$ cat src/rtl/ls_pkg.sv
// Shared types, mode encodings and saturating arithmetic helpers for the
// zoned life-support controller.
package ls_pkg;

    typedef enum logic [1:0] {
        NOMINAL = 2'd0,
        WARN    = 2'd1,
        CRIT    = 2'd2,
        FATAL   = 2'd3
    } alarm_t;

    localparam logic [3:0] MODE_STEALTH = 4'b1000;
    localparam logic [3:0] MODE_DEFENCE = 4'b0100;

    // Adds with one guard bit, then clamps to max.
    function automatic logic [31:0] sat_add(input logic [31:0] a,
                                            input logic [31:0] b,
                                            input logic [31:0] max);
        logic [32:0] sum;
        sum = {1'b0, a} + {1'b0, b};
        return (sum > {1'b0, max}) ? max : sum[31:0];
    endfunction

    // Subtracts, clamping at zero instead of wrapping.
    function automatic logic [31:0] sat_sub(input logic [31:0] a,
                                            input logic [31:0] b);
        return (a > b) ? (a - b) : 32'd0;
    endfunction

endpackage

$ cat src/rtl/ls_zone_alarm.sv
// Per-compartment alarm state machine with a debounce counter guarding the
// WARN->CRIT transition. Inputs are the zone's registered o2/temp values.
module ls_zone_alarm
    import ls_pkg::*;
#(
    parameter int W          = 16,
    parameter int O2_WARN    = 300,
    parameter int O2_CRIT    = 100,
    parameter int TEMP_WARN  = 40,
    parameter int TEMP_CRIT  = 60,
    parameter int TEMP_FATAL = 100,
    parameter int DEBOUNCE   = 4
) (
    input  logic         clk,
    input  logic         rst,
    input  logic         load_i,
    input  logic [W-1:0] o2_i,
    input  logic [W-1:0] temp_i,
    output logic [1:0]   alarm_o
);

    localparam int CW = $clog2(DEBOUNCE + 1);

    alarm_t        state_q, state_d;
    logic [CW-1:0] cnt_q, cnt_d;
    logic          warn, crit, die;

    // Threshold conditions on the registered zone values.
    always_comb begin
        warn = (o2_i < W'(O2_WARN)) || (temp_i > W'(TEMP_WARN));
        crit = (o2_i < W'(O2_CRIT)) || (temp_i > W'(TEMP_CRIT));
        die  = (o2_i == '0)         || (temp_i >= W'(TEMP_FATAL));
    end

    // Next state: load clears everything, death wins next, FATAL is sticky.
    // The counter defaults to zero so any non-counting cycle clears it.
    always_comb begin
        state_d = state_q;
        cnt_d   = '0;
        if (load_i) begin
            state_d = NOMINAL;
        end else if (die || (state_q == FATAL)) begin
            state_d = FATAL;
        end else begin
            case (state_q)
                NOMINAL: begin
                    if (warn) state_d = WARN;
                end
                WARN: begin
                    if (!warn) begin
                        state_d = NOMINAL;
                    end else if (crit) begin
                        if (cnt_q == CW'(DEBOUNCE - 1)) state_d = CRIT;
                        else                            cnt_d = cnt_q + 1'b1;
                    end
                end
                CRIT: begin
                    if (!crit) state_d = WARN;
                end
                default: state_d = FATAL;
            endcase
        end
    end

    // State and debounce counter registers.
    always_ff @(posedge clk or posedge rst) begin
        if (rst) begin
            state_q <= NOMINAL;
            cnt_q   <= '0;
        end else begin
            state_q <= state_d;
            cnt_q   <= cnt_d;
        end
    end

    assign alarm_o = state_q;

endmodule

$ cat src/rtl/life_support_zoned.sv
// Multi-compartment life-support controller: per-zone o2/temp tracking, a
// shared power reserve, rationed o2 resupply and per-zone alarm FSMs.
// Build option LS_PRIORITY_SUP_EN: supply goes to the zone with the lowest o2
// (ties to the lowest index) instead of round-robin; the pointer is held at 0.
module life_support_zoned
    import ls_pkg::*;
#(
    parameter int N_ZONES     = 4,
    parameter int W           = 16,
    parameter int O2_MAX      = 1000,
    parameter int PWR_MAX     = 1000,
    parameter int TEMP_NOM    = 20,
    parameter int TEMP_WARN   = 40,
    parameter int TEMP_CRIT   = 60,
    parameter int TEMP_FATAL  = 100,
    parameter int O2_WARN     = 300,
    parameter int O2_CRIT     = 100,
    parameter int SUP_RATE    = 8,
    parameter int BREACH_LOSS = 5,
    parameter int DEBOUNCE    = 4
) (
    input  logic                          clk,
    input  logic                          rst,
    input  logic                          load,
    input  logic [N_ZONES*W-1:0]          load_o2,
    input  logic [N_ZONES*W-1:0]          load_temp,
    input  logic [W-1:0]                  load_pwr,
    input  logic                          chrg,
    input  logic                          o2sup,
    input  logic [3:0]                    mode,
    input  logic [N_ZONES-1:0]            breach,
    output logic [N_ZONES*W-1:0]          zone_o2,
    output logic [N_ZONES*W-1:0]          zone_temp,
    output logic [W-1:0]                  power,
    output logic [N_ZONES*2-1:0]          zone_alarm,
    output logic [$clog2(N_ZONES)-1:0]    sup_zone,
    output logic                          sup_gnt,
    output logic                          fatal
);

    localparam int          ZW       = $clog2(N_ZONES);
    localparam logic [31:0] TEMP_SAT = 32'((64'd1 << W) - 64'd1);

    logic [W-1:0]       power_q, power_d;
    logic [ZW-1:0]      ptr_q, ptr_d;
    logic               fatal_q, fatal_d;
    logic [N_ZONES-1:0] zone_fatal;
    logic               is_stealth, is_defence, pwr_ok;

    assign is_stealth = (mode == MODE_STEALTH);
    assign is_defence = (mode == MODE_DEFENCE);
    assign pwr_ok     = (power_q != '0);
    assign sup_gnt    = o2sup && pwr_ok && !is_stealth;

`ifdef LS_PRIORITY_SUP_EN
    logic [W-1:0]  best_o2;
    logic [ZW-1:0] best_idx;

    // Lowest-o2 zone; strict compare keeps the lowest index on ties.
    always_comb begin
        best_o2  = zone_o2[W-1:0];
        best_idx = '0;
        for (int i = 1; i < N_ZONES; i++) begin
            if (zone_o2[i*W +: W] < best_o2) begin
                best_o2  = zone_o2[i*W +: W];
                best_idx = ZW'(i);
            end
        end
    end

    assign sup_zone = best_idx;
    assign ptr_d    = '0;
`else
    assign sup_zone = ptr_q;

    // Round-robin pointer moves only when a grant actually happens.
    always_comb begin
        ptr_d = ptr_q;
        if (!load && sup_gnt) begin
            ptr_d = (ptr_q == ZW'(N_ZONES - 1)) ? '0 : ptr_q + 1'b1;
        end
    end
`endif

    // Power: charging beats every drain; grant or defence drains one unit.
    always_comb begin
        power_d = power_q;
        if (load) begin
            power_d = load_pwr;
        end else if (chrg) begin
            power_d = W'(sat_add(32'(power_q), 32'd1, 32'(PWR_MAX)));
        end else if (sup_gnt || is_defence) begin
            power_d = W'(sat_sub(32'(power_q), 32'd1));
        end
    end

    assign fatal_d = load ? 1'b0 : (|zone_fatal);

    // Shared registers: power, supply pointer, fatal summary.
    always_ff @(posedge clk or posedge rst) begin
        if (rst) begin
            power_q <= W'(PWR_MAX);
            ptr_q   <= '0;
            fatal_q <= 1'b0;
        end else begin
            power_q <= power_d;
            ptr_q   <= ptr_d;
            fatal_q <= fatal_d;
        end
    end

    assign power = power_q;
    assign fatal = fatal_q;

    for (genvar gi = 0; gi < N_ZONES; gi++) begin : g_zone
        logic [W-1:0] o2_q, o2_d, temp_q, temp_d;
        logic         granted;

        assign granted = sup_gnt && (sup_zone == ZW'(gi));

        // o2: granted zone is topped up, every other zone leaks.
        always_comb begin
            o2_d = o2_q;
            if (load) begin
                o2_d = load_o2[gi*W +: W];
            end else if (granted) begin
                o2_d = W'(sat_add(32'(o2_q), 32'(SUP_RATE), 32'(O2_MAX)));
            end else begin
                o2_d = W'(sat_sub(32'(o2_q),
                                  breach[gi] ? 32'(BREACH_LOSS) : 32'd1));
            end
        end

        // Temp: climate control only in NORMAL with power, else heat up.
        always_comb begin
            temp_d = temp_q;
            if (load) begin
                temp_d = load_temp[gi*W +: W];
            end else if (!is_stealth && !is_defence && pwr_ok) begin
                if (temp_q > W'(TEMP_NOM))      temp_d = temp_q - 1'b1;
                else if (temp_q < W'(TEMP_NOM)) temp_d = temp_q + 1'b1;
            end else begin
                temp_d = W'(sat_add(32'(temp_q), 32'd1, TEMP_SAT));
            end
        end

        // Zone value registers.
        always_ff @(posedge clk or posedge rst) begin
            if (rst) begin
                o2_q   <= W'(O2_MAX);
                temp_q <= W'(TEMP_NOM);
            end else begin
                o2_q   <= o2_d;
                temp_q <= temp_d;
            end
        end

        assign zone_o2[gi*W +: W]   = o2_q;
        assign zone_temp[gi*W +: W] = temp_q;

        ls_zone_alarm #(
            .W          (W),
            .O2_WARN    (O2_WARN),
            .O2_CRIT    (O2_CRIT),
            .TEMP_WARN  (TEMP_WARN),
            .TEMP_CRIT  (TEMP_CRIT),
            .TEMP_FATAL (TEMP_FATAL),
            .DEBOUNCE   (DEBOUNCE)
        ) u_alarm (
            .clk     (clk),
            .rst     (rst),
            .load_i  (load),
            .o2_i    (o2_q),
            .temp_i  (temp_q),
            .alarm_o (zone_alarm[gi*2 +: 2])
        );

        assign zone_fatal[gi] = (zone_alarm[gi*2 +: 2] == FATAL);
    end

endmodule

$ cat config.mk
export PLATFORM = sky130hd
export DESIGN_NAME = life_support_zoned
export DESIGN_NICKNAME = d
export VERILOG_FILES = /design/src/rtl/ls_pkg.sv /design/src/rtl/ls_zone_alarm.sv /design/src/rtl/life_support_zoned.sv
export SDC_FILE = /design/constraint.sdc
export NUM_CORES = 1
export LEC_CHECK = 0
export ABC_CLOCK_PERIOD_IN_PS = 13000
export BUFFER_PORTS_ARGS = -buffer_cell sky130_fd_sc_hd__buf_2
export CELL_PAD_IN_SITES_DETAIL_PLACEMENT = 0
export CELL_PAD_IN_SITES_GLOBAL_PLACEMENT = 1
export CORE_MARGIN = 2
export CORE_UTILIZATION = 42
export CTS_BUF_LIST = sky130_fd_sc_hd__clkbuf_4 sky130_fd_sc_hd__clkbuf_8 sky130_fd_sc_hd__clkbuf_16
export DETAILED_ROUTE_END_ITERATION = 8
export HOLD_SLACK_MARGIN = 0.03
export PLACE_DENSITY = 0.84
export REMOVE_ABC_BUFFERS = 1
export SYNTH_ARGS = -nofsm -noshare
export SYNTH_HDL_FRONTEND = slang
export SYNTH_SLANG_ARGS = --single-unit
$ cat constraint.sdc
create_clock -name clk -period 13 [get_ports clk]
set_clock_uncertainty 0.1 [all_clocks]
set_input_delay 0.65 -clock clk [delete_from_list [all_inputs] [get_ports clk]]
set_output_delay 0.65 -clock clk [all_outputs]
set_load 0.02 [all_outputs]
==> reports/qor.txt, run 1 <==
die area = 39100 sq um
Yosys Warn Count = 0
multi-input logic area = 10700 sq um
final hold viol count = 0
Final setup viols = 0
Layout fillers = 3692
Startpoint Class = flip-flop
Worst EP required = 13290 ps
max-slew violation count = 0
# port buffers = 312
# rows = 70
clock buffer depth = 2
Mapped Area = 15700 sq um
non-filler cells, final = 2691
slowest cell delay on critical path = 840 ps
placed cell count = 2655
Max-Cap Viols = 0
Hold Path Class = in2async
EDFF count, synth = 0
number of DRC markers in iteration 0 = 985
vias in the first global route = 15165
Setup TNS = 0 ps
storage element area = 4230 sq um
Core Region = 36800 sq um
Pre-antenna DRT Iters = 6
Post-CTS Hold Fix Bufs = 0
Cell Pwr Density = 164 nW/um^2
kind of critical path = reg2reg
Seq cells post-synth = 167
VDD IR max = 0.0930 mV
cell class contributing the biggest share of worst-path delay = simple AND/OR/NAND/NOR gates
crit path buf inv count = 0
DR DRC count = 0
gr ovfl total = 0
Synth area leader = dfrtp_1
synth unique cells = 89
clock slew at reported path FFs = 80 ps
CTS buffer count = 17
CP arrival = 4970 ps
CP Max Fanout = 15
synth top area cells = dfrtp_1, ha_1, dfstp_2
most frequent cells after synthesis = nand2_1, nor2_1, o21ai_0, a21oi_1, dfrtp_1
H-tree depth = 4
initial antenna violation count = 9
Max Freq = 214 MHz
Worst-Margin Slew = 1140 ps
via count = 16038
top cell type's share of synthesized area = 20.5%
Vias/cell = 5.96
Synth async-reset ratio = 100%
largest net degree at the start of global routing = 81
WHS = 105 ps
worst path cell trace = nor4_1 -> nand4_1 -> nor2_1 -> nand2_1 -> fa_1 -> a21oi_1 -> o21ai_0 -> a2111oi_0 -> nor4_1 -> or3_1 -> a311o_1 -> nand2_1
final worst-path cycle share = 36.0%
post-layout min period = 4680 ps
latest clock arrival within the worst-skew pair = 460 ps
Post-synth top flop = dfrtp_1
slew margin rel. = 23.5%
post-CTS setup buffers = 0
Post-Syn Instances = 1984
Slowest-stage cell, CP = a2111oi_0
CP Capture Type = flip-flop
Die Wd = 198 microns
GP Congestion = 0.884
DP HPWL = 39.0 mm
layout cells sized above 1 = 19.3%
unrepaired setup endpoints after global routing = no
clock root buffer = clkbuf_16
Post-CTS Resized = 0
WL final = 52.8 mm
outcome = complete, no violations
Leakage = 7.69 nW
syn avg cell area = 7.94 sq um
Antenna Nets Post-Route = 0
drt wl/cell = 19.6 microns
IO Count = 313
area grow syn2layout = 14.8%
GRT Total Usage = 26.8%
clock tree from TritonCTS = yes
total clock sinks = 167
Nets = 2474
global-route wire length before repair = 83.6 mm
top-count cell post-synth = nand2_1
sequential element share of the synthesized area = 26.8%
Starting Density = 42.8%
Die Y = 198 microns
==> cell usage in the layout (no fill, tap or decap), drive strengths merged, types with 25 or more instances in the layout <==
cell and n:
a21o 30, a21oi 132, a31oi 30, and3 25, buf 322, dfrtp 129, dfstp 38, ha 107
inv 92, nand2 181, nand3 74, nand4 32, nor2 155, nor3 82, nor4 37, o21ai 133
o31ai 32, or3 27, xnor2 108, xor2 66
==> worst reg2reg max path, cell delays in order, from the launching register on <==
cell       delay [ps]
dfrtp_1           510
nor4_1            390
nand4_1           320
nor2_1            230
nand2_1           390
fa_1              560
a21oi_1           210
o21ai_0           130
a2111oi_0         840
nor4_1            200
or3_1             420
a311o_1           270
nand2_1            60
==> per-layer routing <==
metal  GRT usage [%]  share of wire (%)  vias up
met2            41.5                 45      528
met3            5.46                6.6       87
met1            37.3                 45     7661
met4            8.63                2.9        6
li1                -                  -     7756
met5               0              0.076        -
==> final cells by class <==
| type | count | area share (%) |
|---|---|---|
| sequential | 167 | 23.4 |
| timing repair buffer | 322 | 9.08 |
| clock buffer | 20 | 2.58 |
| antenna | 4 | 0.0553 |
| inverter | 92 | 1.94 |
| multi-input combinational | 1606 | 59.0 |
| tap | 468 | 3.24 |
| clock inverter | 12 | 0.699 |
==> report_power, final <==
| part | internal, mW | switching [mW] |
|---|---|---|
| combinational | 0.611 | 0.852 |
| clock | 0.298 | 0.242 |
| sequential | 0.661 | 0.305 |
==> through the flow <==
stage	worst slack [ps]	power (mW)	utilization [%]	cell area, sq um
after floorplan	7790	1.94	-	15200
after global placement	8480	2.39	47.5	17500
after detailed placement	8450	2.42	47.5	17500
after CTS	8420	2.96	49.1	18100
after global routing	8000	3.18	49.2	18100
final	8320	2.97	49.2	18100
==> logic make-up (layout without fill, tap and decap cells) <==
logic type               after synthesis  after routing  synth area share (%)
flip-flops                           167            167                  26.8
AND/OR/NAND/NOR                      737            737                  23.8
multiplexers                          16             16                  1.05
other                                  0              4                     0
adder cells (fa/ha/maj)              111            111                  9.01
AO/OA/AOI/OAI                        568            568                  24.2
buffers and inverters                211            446                  5.43
XOR/XNOR                             174            174                  9.68
==> worst paths after layout <==
path | start | to | slack (ps) | cells after the start
max | g_zone[2].temp_q[8] | g_zone[2].temp_q[14] | 8320 | 12
min reg2reg | g_zone[2].u_alarm.cnt_q[0] | g_zone[2].u_alarm.cnt_q[0] | 330 | 1
min in group clk | load_o2[42] | g_zone[2].o2_q[10] | 300 | 3
max reg2reg | g_zone[2].temp_q[8] | g_zone[2].temp_q[14] | 8320 | 12
min | rst | g_zone[0].u_alarm.cnt_q[2] | 110 | 2
max in group asynchronous | rst | g_zone[2].temp_q[3] | 10630 | 4
==> flip-flops by register name (all words and copies together) (netlist names) <==
register / cells
fatal: 1
g_zone.o2_q: 64
g_zone.temp_q: 64
g_zone.u_alarm.alarm_o: 8
g_zone.u_alarm.cnt_q: 12
power: 16
sup_zone: 2
Note: power is estimated with default switching activity, not from simulation.
==> run 2, diff against run 1 <==
Settings changed: ABC_CLOCK_PERIOD_IN_PS 13000 to 4400.
Clock period 13 ns to 4.4 ns, I/O delays scaled along.
==> reports/qor.txt, run 2 (synthesized netlist as in run 1, its figures left out) <==
via count = 16739 (+4.4%)
Nets = 2637 (+6.6%)
initial antenna violation count = 2 (-7)
CP Max Fanout = 10 (-5)
Startpoint Class = flip-flop
post-CTS setup buffers = 0 (unchanged)
latest clock arrival within the worst-skew pair = 450 ps (about the same)
die area = 39100 sq um (unchanged)
IO Count = 313 (unchanged)
CTS buffer count = 17 (unchanged)
clock slew at reported path FFs = 80 ps (about the same)
final worst-path cycle share = 94.2% (+58 points)
Pre-antenna DRT Iters = 6 (unchanged)
clock tree from TritonCTS = yes
most common cell after layout, fill and taps aside = buf_2
DP HPWL = 39.7 mm (+1.8%)
kind of critical path = reg2reg
Final setup viols = 0 (unchanged)
non-filler cells, final = 2852 (+6.0%)
Vias/cell = 5.87 (-1.5%)
Core Region = 36800 sq um (unchanged)
Die Wd = 198 microns (unchanged)
Worst EP required = 4680 ps (-8610 ps)
unrepaired setup endpoints after global routing = no
# port buffers = 312 (unchanged)
GRT Total Usage = 27.8% (+0.97 points)
clock buffer depth = 2 (unchanged)
area grow syn2layout = 25.2%
Max Freq = 241 MHz (+13%)
PnR Total Power = 9.10 mW (+210%)
CP arrival = 4430 ps (-540 ps)
drt wl/cell = 19.3 microns (-1.8%)
Cell Pwr Density = 461 nW/um^2 (+180%)
GP Congestion = 0.923 (+4.4%)
slew margin rel. = 32.2% (+8.6 points)
Leakage = 8.40 nW (+9.3%)
Worst-Margin Slew = 1010 ps (-130 ps)
final hold viol count = 0 (unchanged)
global-route wire length before repair = 86.6 mm (+3.6%)
Max-Cap Viols = 0 (unchanged)
gr ovfl total = 0 (unchanged)
Hold Path Class = in2reg
post-layout min period = 4140 ps (-537 ps)
number of DRC markers in iteration 0 = 1209 (+23%)
commonest non-fill, non-tap cells in the layout = buf_2, nand2_1, nor2_1, dlygate4sd3_1, o21ai_0
Die Y = 198 microns (unchanged)
max-slew violation count = 0 (unchanged)
layout cells sized above 1 = 19.0% (-0.27 points)
outcome = complete, no violations
clock root buffer = clkbuf_16
# rows = 70 (unchanged)
Starting Density = 42.8% (unchanged)
total clock sinks = 167 (unchanged)
WL final = 55.0 mm (+4.0%)
DR DRC count = 0 (unchanged)
largest net degree at the start of global routing = 90 (+11%)
H-tree depth = 4 (unchanged)
Antenna Nets Post-Route = 0 (unchanged)
VDD IR max = 0.274 mV (+190%)
placed cell count = 2679 (+0.90%)
WHS = 51.1 ps (-54.0 ps)
CP Capture Type = flip-flop
vias in the first global route = 16009 (+5.6%)
[run 2: changes by cell type in the layout (fill, tap and decap cells not counted), moves of 2 or more]
cell / delta
clkinvlp_4: +2
clkinv_4: -3
buf_4: +23
diode_2: -2
clkinv_2: -3
dlygate4sd3_1: +139
bufinv_16: +2
[run 2: cell type report]
type	instances	area, sq um
antenna	2	5.00
clock buffer	21	474
clock inverter	11	169
fill	3495	17100
inverter	92	350
multi-input combinational	1606	10700
sequential	167	4230
tap	468	586
timing repair buffer	485	3230
[run 2: worst paths after layout]
path	start	endpoint	slack, ps	cells past startpoint
max	g_zone[2].temp_q[9]	g_zone[2].temp_q[14]	260	13
min	load_temp[44]	g_zone[2].temp_q[12]	50	3
max reg2reg	g_zone[2].temp_q[9]	g_zone[2].temp_q[14]	260	13
min reg2reg	g_zone[2].u_alarm.cnt_q[0]	g_zone[2].u_alarm.cnt_q[0]	330	1
max in group asynchronous	rst	g_zone[3].temp_q[8]	2720	4
min in group asynchronous	rst	g_zone[1].o2_q[4]	350	3
[run 2: worst max-delay path: stages, from the launching register on]
cell       delay, ps
dfrtp_1          500
nor4_1           390
nand4_1          340
nor2_1           230
nand2_1          240
fa_1             480
a21oi_1          210
o21ai_0          140
a2111oi_0        440
buf_4            190
nor4_1            80
or3_1            390
a311o_1          280
nand2_1           60
[run 2: power breakdown]
group	switching [mW]	internal, mW
Sequential	0.819	1.95
Clock	0.710	1.00
Combinational	2.67	1.94
[run 2: metrics by stage]
step,worst slack (ps),instance area (sq um),TNS [ps],utilization (%)
finish,257,19700,0,53.6
global placement,380,17700,0,48.1
global route,16.6,19700,0,53.6
CTS,222,19700,0,53.6
detailed placement,291,17700,0,48.1
floorplan,-375,15200,-48440,-
[run 2: per-layer routing]
layer	share of wire, %	track usage [%]	up-vias
met1	45	38.3	7996
li1	-	-	8084
met2	46	44.2	570
met3	6.1	4.39	89
met5	0	0	-
met4	2.7	9.27	0
[run 2: repair_timing]
item | in CTS | in global routing
hold buffers | 139 | 0
endpoints found under the setup margin | 0 | 3
gates resized for setup | 0 | 1
hold endpoints to repair | 206 | 0
